File: src/rtl/sys_control.sv
// sys_control: per-key debouncers, reset sequencer (POR hold / optional user reset) and heartbeat.
// Build option: define SYSCTL_KEY_RST_EN to let a debounced press on key[0] act as a user reset.

module sys_control #(
    parameter int unsigned NKEYS      = 2,
    parameter int unsigned DEB_CYCLES = 500000,
    parameter int unsigned POR_CYCLES = 16,
    parameter int unsigned HB_DIV     = 25000000
) (
    input  logic             clk,
    input  logic             rst,
    input  logic [NKEYS-1:0] key,
    output logic             sys_rst,
    output logic [NKEYS-1:0] key_level,
    output logic [NKEYS-1:0] key_press,
    output logic [NKEYS-1:0] key_release,
    output logic             hb,
    output logic             hb_tick,
    output logic             rst_led
);

    localparam int unsigned DebW = $clog2(DEB_CYCLES) + 1;
    localparam int unsigned PorW = $clog2(POR_CYCLES);
    localparam int unsigned HbW  = $clog2(HB_DIV);

    localparam logic [DebW-1:0] DebMax  = DebW'(DEB_CYCLES);
    localparam logic [PorW-1:0] PorLast = PorW'(POR_CYCLES - 1);
    localparam logic [HbW-1:0]  HbLast  = HbW'(HB_DIV - 1);

`ifdef SYSCTL_KEY_RST_EN
    typedef enum logic [1:0] {StHold, StRun, StKeyRst} state_e;
`else
    typedef enum logic [0:0] {StHold, StRun} state_e;
`endif

    // Synchronisers hold the pressed polarity (1 = pressed).
    logic [NKEYS-1:0] sync1_q, sync2_q;
    logic [NKEYS-1:0] level_d, press_d, release_d;
    logic [DebW-1:0]  cnt_q [NKEYS];
    logic [DebW-1:0]  cnt_d [NKEYS];

    state_e           state_q;
    logic [PorW-1:0]  hold_q;
    logic [HbW-1:0]   hb_cnt_q;

    always_comb begin
        level_d   = key_level;
        press_d   = '0;
        release_d = '0;
        for (int k = 0; k < NKEYS; k++) begin
            cnt_d[k] = '0;
            if (sync2_q[k] != key_level[k]) begin
                if (cnt_q[k] == DebMax) begin
                    level_d[k]   = sync2_q[k];
                    press_d[k]   = sync2_q[k];
                    release_d[k] = ~sync2_q[k];
                end else begin
                    cnt_d[k] = cnt_q[k] + 1'b1;
                end
            end
        end
    end

    always_ff @(posedge clk or posedge rst) begin
        if (rst) begin
            sync1_q     <= '0;
            sync2_q     <= '0;
            key_level   <= '0;
            key_press   <= '0;
            key_release <= '0;
            for (int k = 0; k < NKEYS; k++) begin
                cnt_q[k] <= '0;
            end
        end else begin
            sync1_q     <= ~key;
            sync2_q     <= sync1_q;
            key_level   <= level_d;
            key_press   <= press_d;
            key_release <= release_d;
            cnt_q       <= cnt_d;
        end
    end

    // The sequencer looks at the debouncer's next level so the user reset tracks key_level
    // on the same edge it changes.
    always_ff @(posedge clk or posedge rst) begin
        if (rst) begin
            state_q <= StHold;
            hold_q  <= '0;
            sys_rst <= 1'b1;
            rst_led <= 1'b1;
        end else begin
            case (state_q)
                StHold: begin
                    if (hold_q == PorLast) begin
                        state_q <= StRun;
                        hold_q  <= '0;
                        sys_rst <= 1'b0;
                        rst_led <= 1'b0;
                    end else begin
                        hold_q <= hold_q + 1'b1;
                    end
                end
                StRun: begin
`ifdef SYSCTL_KEY_RST_EN
                    if (level_d[0]) begin
                        state_q <= StKeyRst;
                        hold_q  <= '0;
                        sys_rst <= 1'b1;
                        rst_led <= 1'b1;
                    end
`endif
                end
`ifdef SYSCTL_KEY_RST_EN
                StKeyRst: begin
                    hold_q <= '0;
                    if (!level_d[0]) begin
                        state_q <= StHold;
                    end
                end
`endif
                default: begin
                    state_q <= StHold;
                    hold_q  <= '0;
                    sys_rst <= 1'b1;
                    rst_led <= 1'b1;
                end
            endcase
        end
    end

    always_ff @(posedge clk or posedge rst) begin
        if (rst) begin
            hb_cnt_q <= '0;
            hb       <= 1'b0;
            hb_tick  <= 1'b0;
        end else if (sys_rst) begin
            hb_cnt_q <= '0;
            hb       <= 1'b0;
            hb_tick  <= 1'b0;
        end else begin
            hb_tick <= 1'b0;
            if (hb_cnt_q == HbLast) begin
                hb_cnt_q <= '0;
                hb       <= ~hb;
                hb_tick  <= ~hb;
            end else begin
                hb_cnt_q <= hb_cnt_q + 1'b1;
            end
        end
    end

endmodule

File: config.mk
export PLATFORM = sky130hd
export DESIGN_NAME = sys_control
export DESIGN_NICKNAME = d
export VERILOG_FILES = /design/src/rtl/sys_control.sv
export SDC_FILE = /design/constraint.sdc
export NUM_CORES = 1
export LEC_CHECK = 0
export CORE_UTILIZATION = 35
export DETAILED_ROUTE_END_ITERATION = 10
export PLACE_DENSITY = 0.49
export SLEW_MARGIN = 40
export SYNTH_ARGS = -nofsm -noshare
export SYNTH_HDL_FRONTEND = slang
export SYNTH_SLANG_ARGS = --single-unit
export TNS_END_PERCENT = 50
File: constraint.sdc
create_clock -name clk -period 7.3 [get_ports clk]
set_input_delay 1.095 -clock clk [delete_from_list [all_inputs] [get_ports clk]]
set_output_delay 1.095 -clock clk [all_outputs]
set_load 0.005 [all_outputs]
==> results_dict.tcl, run 1 <==
set metrics [dict create \
    crit_fanout 8 \
    cts_buffers 9 \
    synth_fp_nets 402 \
    ant_nets 0 \
    min_period_over_period_pct 35.35 \
    row_count 38 \
    nNetsFinal 418 \
    cts_tree "done" \
    track_usage_pct 15.00 \
    ys_types 41 \
    power.total_uw 988.9 \
    ios 14 \
    clock_path_buffers 2 \
    worstReg2RegEnd "hb_cnt_q[24]" \
    period_needed_ps 2580 \
    dieArea_um2 11810 \
    post_cts_buffers 0 \
    die-width_um 108.7 \
    wirelength_mm 7.873 \
    endpoint_kind "output pin" \
    synth_top_area_cell "dfrtp_1" \
    drc 0 \
    synthDominantCellAreaShare_pct 51.54 \
    core_area_um2 10980 \
    r2r_setup_slack_ps 5100 \
    antenna_found_initial 0 \
    ys_seq_area_share_pct 52.20 \
    syn_area_per_cell_um2 10.16 \
    clkTransAtPathRegs_ps 60 \
    async_flop_share_pct 100.0 \
    outcome "completed" \
    dr.first_iter.drc_count 76 \
    htree_num_levels 3 \
    hold_class "flop to flop" \
    grt_overflow_total 0 \
    gp_congestion 0.7608 \
    cp_cell_sequence "clkdlybuf4s50_1" \
    cts_sinks 83 \
    drtPass1Iterations 4 \
    fillers 1064 \
    via_count 2915 \
    synth_edf_count 0 \
    grt_pass1_vias 2890 \
    start_util_pct 36.25 \
    netlist_top_cells_area "dfrtp_1, xor2_1, nor2_1" \
    finalClockSkew_ps 7.358 \
    cts_resized 0 \
    multiInputGateArea_um2 1810 \
    crit_arrival_ps 1490 \
    min_from "sync1_q[1]" \
    path_buf_inv 1 \
    critPathSlowestCell "dfstp_2" \
    ir_worst_vdd_uv 174.1 \
    syn2layout_area_growth_pct 15.52 \
    worstSetupStartpointType "flop" \
    synth_common_cells "dfrtp_1, nor2_1, a21oi_1" \
    num_antenna_cells 0 \
    holdBufCountCts 0 \
    rr_worst_depth 5 \
    port-buffer-count 13 \
    leakage_nw 1.859 \
    yosys_register_bits 83 \
    yosysMostFrequentCell "dfrtp_1" \
    grt_pass1_wl_mm 13.69 \
    setup-violations-final 0 \
    critPathRequiredTime_ps 6200 \
    max_freq_ghz 0.3876 \
    via_per_inst 5.281 \
    drv_slew 0 \
    worstMarginPinSlew_ps 652.4 \
    maxCapViolCount 0 \
    cts_root_buf "clkbuf_16" \
    criticalPathCategory "flop to output pin" \
    r2r_start "hb_cnt_q[0]" \
    clk_latency_ps 340 \
    dpl.hpwl_mm 5.159 \
    rsz0062_at_grt "no" \
    grt_max_degree 84 \
    seqCellArea_um2 2078 \
    worst_hold_path.endpoint "sync2_q[1]" \
    tns_ps 0 \
    final_util_pct 41.88 \
    die_y_um 108.7 \
    p_per_area_nw_per_um2 215.0 \
    cpPeakStageDelay_ps 620 \
    critPathTopFamily "flip-flops" \
    holdPathStages 0 \
    synth_area_um2 3981 \
    wl_per_cell_um 14.26 \
    yosys_warnings 0 \
    final_hold_viol_count 0 \
    final_layout_size_suffix_gt1_share_pct 8.252 \
    slew_headroom_pct 56.50 \
    synth_ff_type "dfrtp_1" \
    synth_cells 392 \
]
==> state kept, by name, summed over array words and instances (netlist names) <==
| name | count |
|---|---|
| state_q | 1 |
| sync2_q | 2 |
| key_level | 2 |
| cnt_q | 40 |
| hb | 1 |
| key_release | 2 |
| rst_led | 1 |
| hb_cnt_q | 25 |
| sync1_q | 2 |
| hb_tick | 1 |
| key_press | 2 |
| hold_q | 4 |
==> worst register-to-register path: cells and delay by family, from the launching register on <==
family | cells | cell delay (ps)
simple gates | 3 | 1350
flops | 1 | 410
fa+ha+maj | 1 | 220
compound gates | 1 | 140
==> cells in the final DEF (no fill, tap or decap), drive strengths merged, types with 3 or more instances in the layout <==
master	synthesis	routed
nand2	23	23
o21ai	19	19
clkbuf	7	12
mux2	3	3
inv	13	12
o31ai	12	12
nor4	3	3
clkdlybuf4s50	0	13
and4	8	8
or4	14	14
and3	7	7
nor4b	5	5
nor3	4	4
clkinv	0	3
nand4	21	21
and2	3	3
nand3	21	21
ha	6	6
nor2	41	41
xor2	23	23
dfrtp	82	82
or3	15	15
nor3b	5	5
a21oi	28	28
xnor2	13	13
nand2b	3	3
==> final cells by class <==
class,instances,area share [%]
Clock inverter,4,1.605
Inverter,13,1.088
Timing Repair Buffer,16,3.455
Tap cell,140,3.808
Sequential cell,83,45.18
Multi-Input combinational cell,285,39.36
Clock buffer,11,5.495
==> layer usage <==
metal  global-route usage (%)  vias up  routed length (um)
li1                         -     1439                   -
met1                    20.33     1430                3971
met2                    22.83       37                3522
met3                    4.065        9                 262
met4                    5.792        0                 116
met5                        0        -                   0
==> report_power, final <==
part           switching (mW)  internal, mW
clock network           0.180         0.316
registers             0.00481         0.464
logic                  0.0166       0.00707
==> cell families after synthesis <==
group	Yosys count	synth area share [%]
buffers and inverters	24	2.609
adder cells (fa/ha/maj)	6	1.886
multiplexers	3	0.8485
AND/OR/NAND/NOR	178	25.68
flip-flops	83	52.20
AO/OA/AOI/OAI	62	8.862
XOR/XNOR	36	7.919
==> through the flow <==
stage	worst slack (ps)	cells	hold slack (ps)	instance area (um^2)
floorplan	4070	392	331.2	3981
global placement	4758	537	338.5	4255
detailed placement	5056	537	335.5	4263
CTS	4686	552	349.4	4589
global route	4659	552	356.3	4599
finish	4720	552	347.9	4599
==> worst max path at each step <==
stage | start | slack, ps | to | cells past startpoint
2_1_floorplan | rst | 4070 | cnt_q[0] | 1
3_3_place_gp | rst | 4760 | cnt_q[36] | 3
3_5_place_dp | rst_led | 5060 | sys_rst | 1
4_1_cts | rst_led | 4690 | sys_rst | 1
5_1_grt | rst_led | 4660 | sys_rst | 1
6_report | rst_led | 4720 | sys_rst | 1
(Power assumes the default switching activity.)
==> run 2: changes to the inputs <==
--- a/config.mk
+++ b/config.mk
@@ -7,7 +7,7 @@
 export LEC_CHECK = 0
 export CORE_UTILIZATION = 35
 export DETAILED_ROUTE_END_ITERATION = 10
-export PLACE_DENSITY = 0.49
+export PLACE_DENSITY = 0.5
 export SLEW_MARGIN = 40
 export SYNTH_ARGS = -nofsm -noshare
 export SYNTH_HDL_FRONTEND = slang
==> constraint.sdc (replaced) <==
create_clock -name clk -period 2.2 [get_ports clk]
set_input_delay 0.33 -clock clk [delete_from_list [all_inputs] [get_ports clk]]
set_output_delay 0.33 -clock clk [all_outputs]
set_load 0.005 [all_outputs]
==> run 2 against run 1 <==
Sequential power grew to 3.3 times the previous value. Clock skew shrank 4.4 ps. Via count is the same. Register-to-register slack lost 4900 ps. Critical path type is now flop to flop. Largest cell class unchanged.
==> results_dict.tcl, run 2 (synthesis gave the netlist of run 1 again) <==
set metrics [dict create \
    max_freq_ghz 0.5025 \
    via_count 2915 \
    grt_pass1_vias 2923 \
    antenna_found_initial 0 \
    core_area_um2 10980 \
    die-width_um 108.7 \
    ios 14 \
    regMostFlops "cnt_q" \
    outcome "completed" \
    r2r_setup_slack_ps 210 \
    post_cts_buffers 0 \
    dieArea_um2 11810 \
    r2r_start "cnt_q[2]" \
    final_hold_viol_count 0 \
    finalClockSkew_ps 2.939 \
    drc 0 \
    nNetsFinal 425 \
    clk_latency_ps 330 \
    cts_tree "done" \
    drtPass1Iterations 4 \
    final_layout_size_suffix_gt1_share_pct 10.00 \
    maxCapViolCount 0 \
    worstMarginPinSlew_ps 490.3 \
    tns_ps 0 \
    dpl.hpwl_mm 5.362 \
    cts_sinks 83 \
    place_ws_ps 116.4 \
    layout_common_cells "dfrtp_1, nor2_1, a21oi_1, nand2_1, xor2_1" \
    worstReg2RegEnd "cnt_q[17]" \
    min_from "sync1_q[0]" \
    drv_slew 0 \
    slew_headroom_pct 66.85 \
    critPathRequiredTime_ps 2460 \
    port-buffer-count 13 \
    reg_top3 "cnt_q x40, hb_cnt_q x25, hold_q x4" \
    worst_hold_path.endpoint "sync2_q[0]" \
    period_needed_ps 1990 \
    seqCellArea_um2 2078 \
    leakage_nw 1.874 \
    crit_arrival_ps 2250 \
    syn2layout_area_growth_pct 16.47 \
    htree_num_levels 3 \
    p_per_area_nw_per_um2 677.9 \
    holdPathStages 0 \
    rr_worst_depth 4 \
    grt_pass1_wl_mm 13.96 \
    worstSetupStartpointType "flop" \
    crit_fanout 8 \
    largest_reg_flops 40 \
    num_antenna_cells 0 \
    min_period_over_period_pct 90.46 \
    setup-violations-final 0 \
    rsz0062_at_grt "no" \
    wl_per_cell_um 14.01 \
    via_per_inst 5.205 \
    row_count 38 \
    grt_max_degree 36 \
    power.total_mw 3.143 \
    track_usage_pct 15.26 \
    fillers 1061 \
    hold_class "flop to flop" \
    die_y_um 108.7 \
    ant_nets 0 \
    wirelength_mm 7.844 \
    cts_root_buf "clkbuf_16" \
    multiInputGateArea_um2 1805 \
    cts_buffers 9 \
    grt_overflow_total 0 \
    clkTransAtPathRegs_ps 60 \
    start_util_pct 36.25 \
    ir_worst_vdd_uv 484.8 \
    dr.first_iter.drc_count 125 \
    gp_congestion 0.7523 \
    criticalPathCategory "flop to flop" \
    endpoint_kind "flop" \
    clock_path_buffers 2 \
    post-route-worst-setup-slack_ps 209.8 \
    final_common_cell "dfrtp_1" \
]
==> run 2: per-layer routing <==
metal	routed length [um]	vias to the layer above	global-route usage, %
li1	-	1463	-
met1	3828	1414	19.63
met2	3726	29	24.91
met3	174	9	3.945
met4	116	0	5.212
met5	0	-	0
==> run 2: power by group <==
part | switching (mW) | internal, mW | total (mW)
logic | 0.0571 | 0.0320 | 0.0891
registers | 0.0161 | 1.54 | 1.56
clock network | 0.594 | 0.904 | 1.50
==> run 2: how the worst max path moves through the flow <==
stage                   from         to  slack [ps]  cells after the start
detailed placement  cnt_q[0]  cnt_q[18]         120                      5
finish              cnt_q[2]  cnt_q[17]         210                      4
floorplan           cnt_q[0]  cnt_q[18]         250                      6
CTS                 cnt_q[0]  cnt_q[18]          80                      5
global placement    cnt_q[0]  cnt_q[18]         150                      5
global route        cnt_q[2]  cnt_q[17]          90                      4
==> run 2: final cells by class <==
| cell class | instances | share of cell area [%] |
|---|---|---|
| Multi-Input combinational cell | 285 | 38.94 |
| Clock buffer | 11 | 5.235 |
| Sequential cell | 83 | 44.82 |
| Tap cell | 140 | 3.778 |
| Clock inverter | 5 | 1.133 |
| Timing Repair Buffer | 23 | 4.965 |
| Inverter | 13 | 1.133 |
==> run 2: stage by stage <==
| step | hold WS [ps] | cells | instance area (um^2) | utilization (%) |
|---|---|---|---|---|
| final | 348.3 | 560 | 4637 | 42.22 |
| after global routing | 364.2 | 560 | 4637 | 42.22 |
| after CTS | 350.3 | 560 | 4631 | 42.16 |
| after detailed placement | 336.3 | 544 | 4335 | 39.47 |
| after global placement | 332.5 | 544 | 4335 | 39.47 |
| after floorplan | 331.2 | 392 | 3985 | - |
==> run 2: critical path, stage by stage, from the launching register on <==
cell,delay (ps)
dfrtp_1,460
nand4_2,190
or4_1,660
or4_1,440
a21oi_1,160
==> run 2: timing repair <==
item,4_1_cts,5_1_grt
setup endpoints to repair,0,2
resized for setup,0,2
hold buffers,0,0
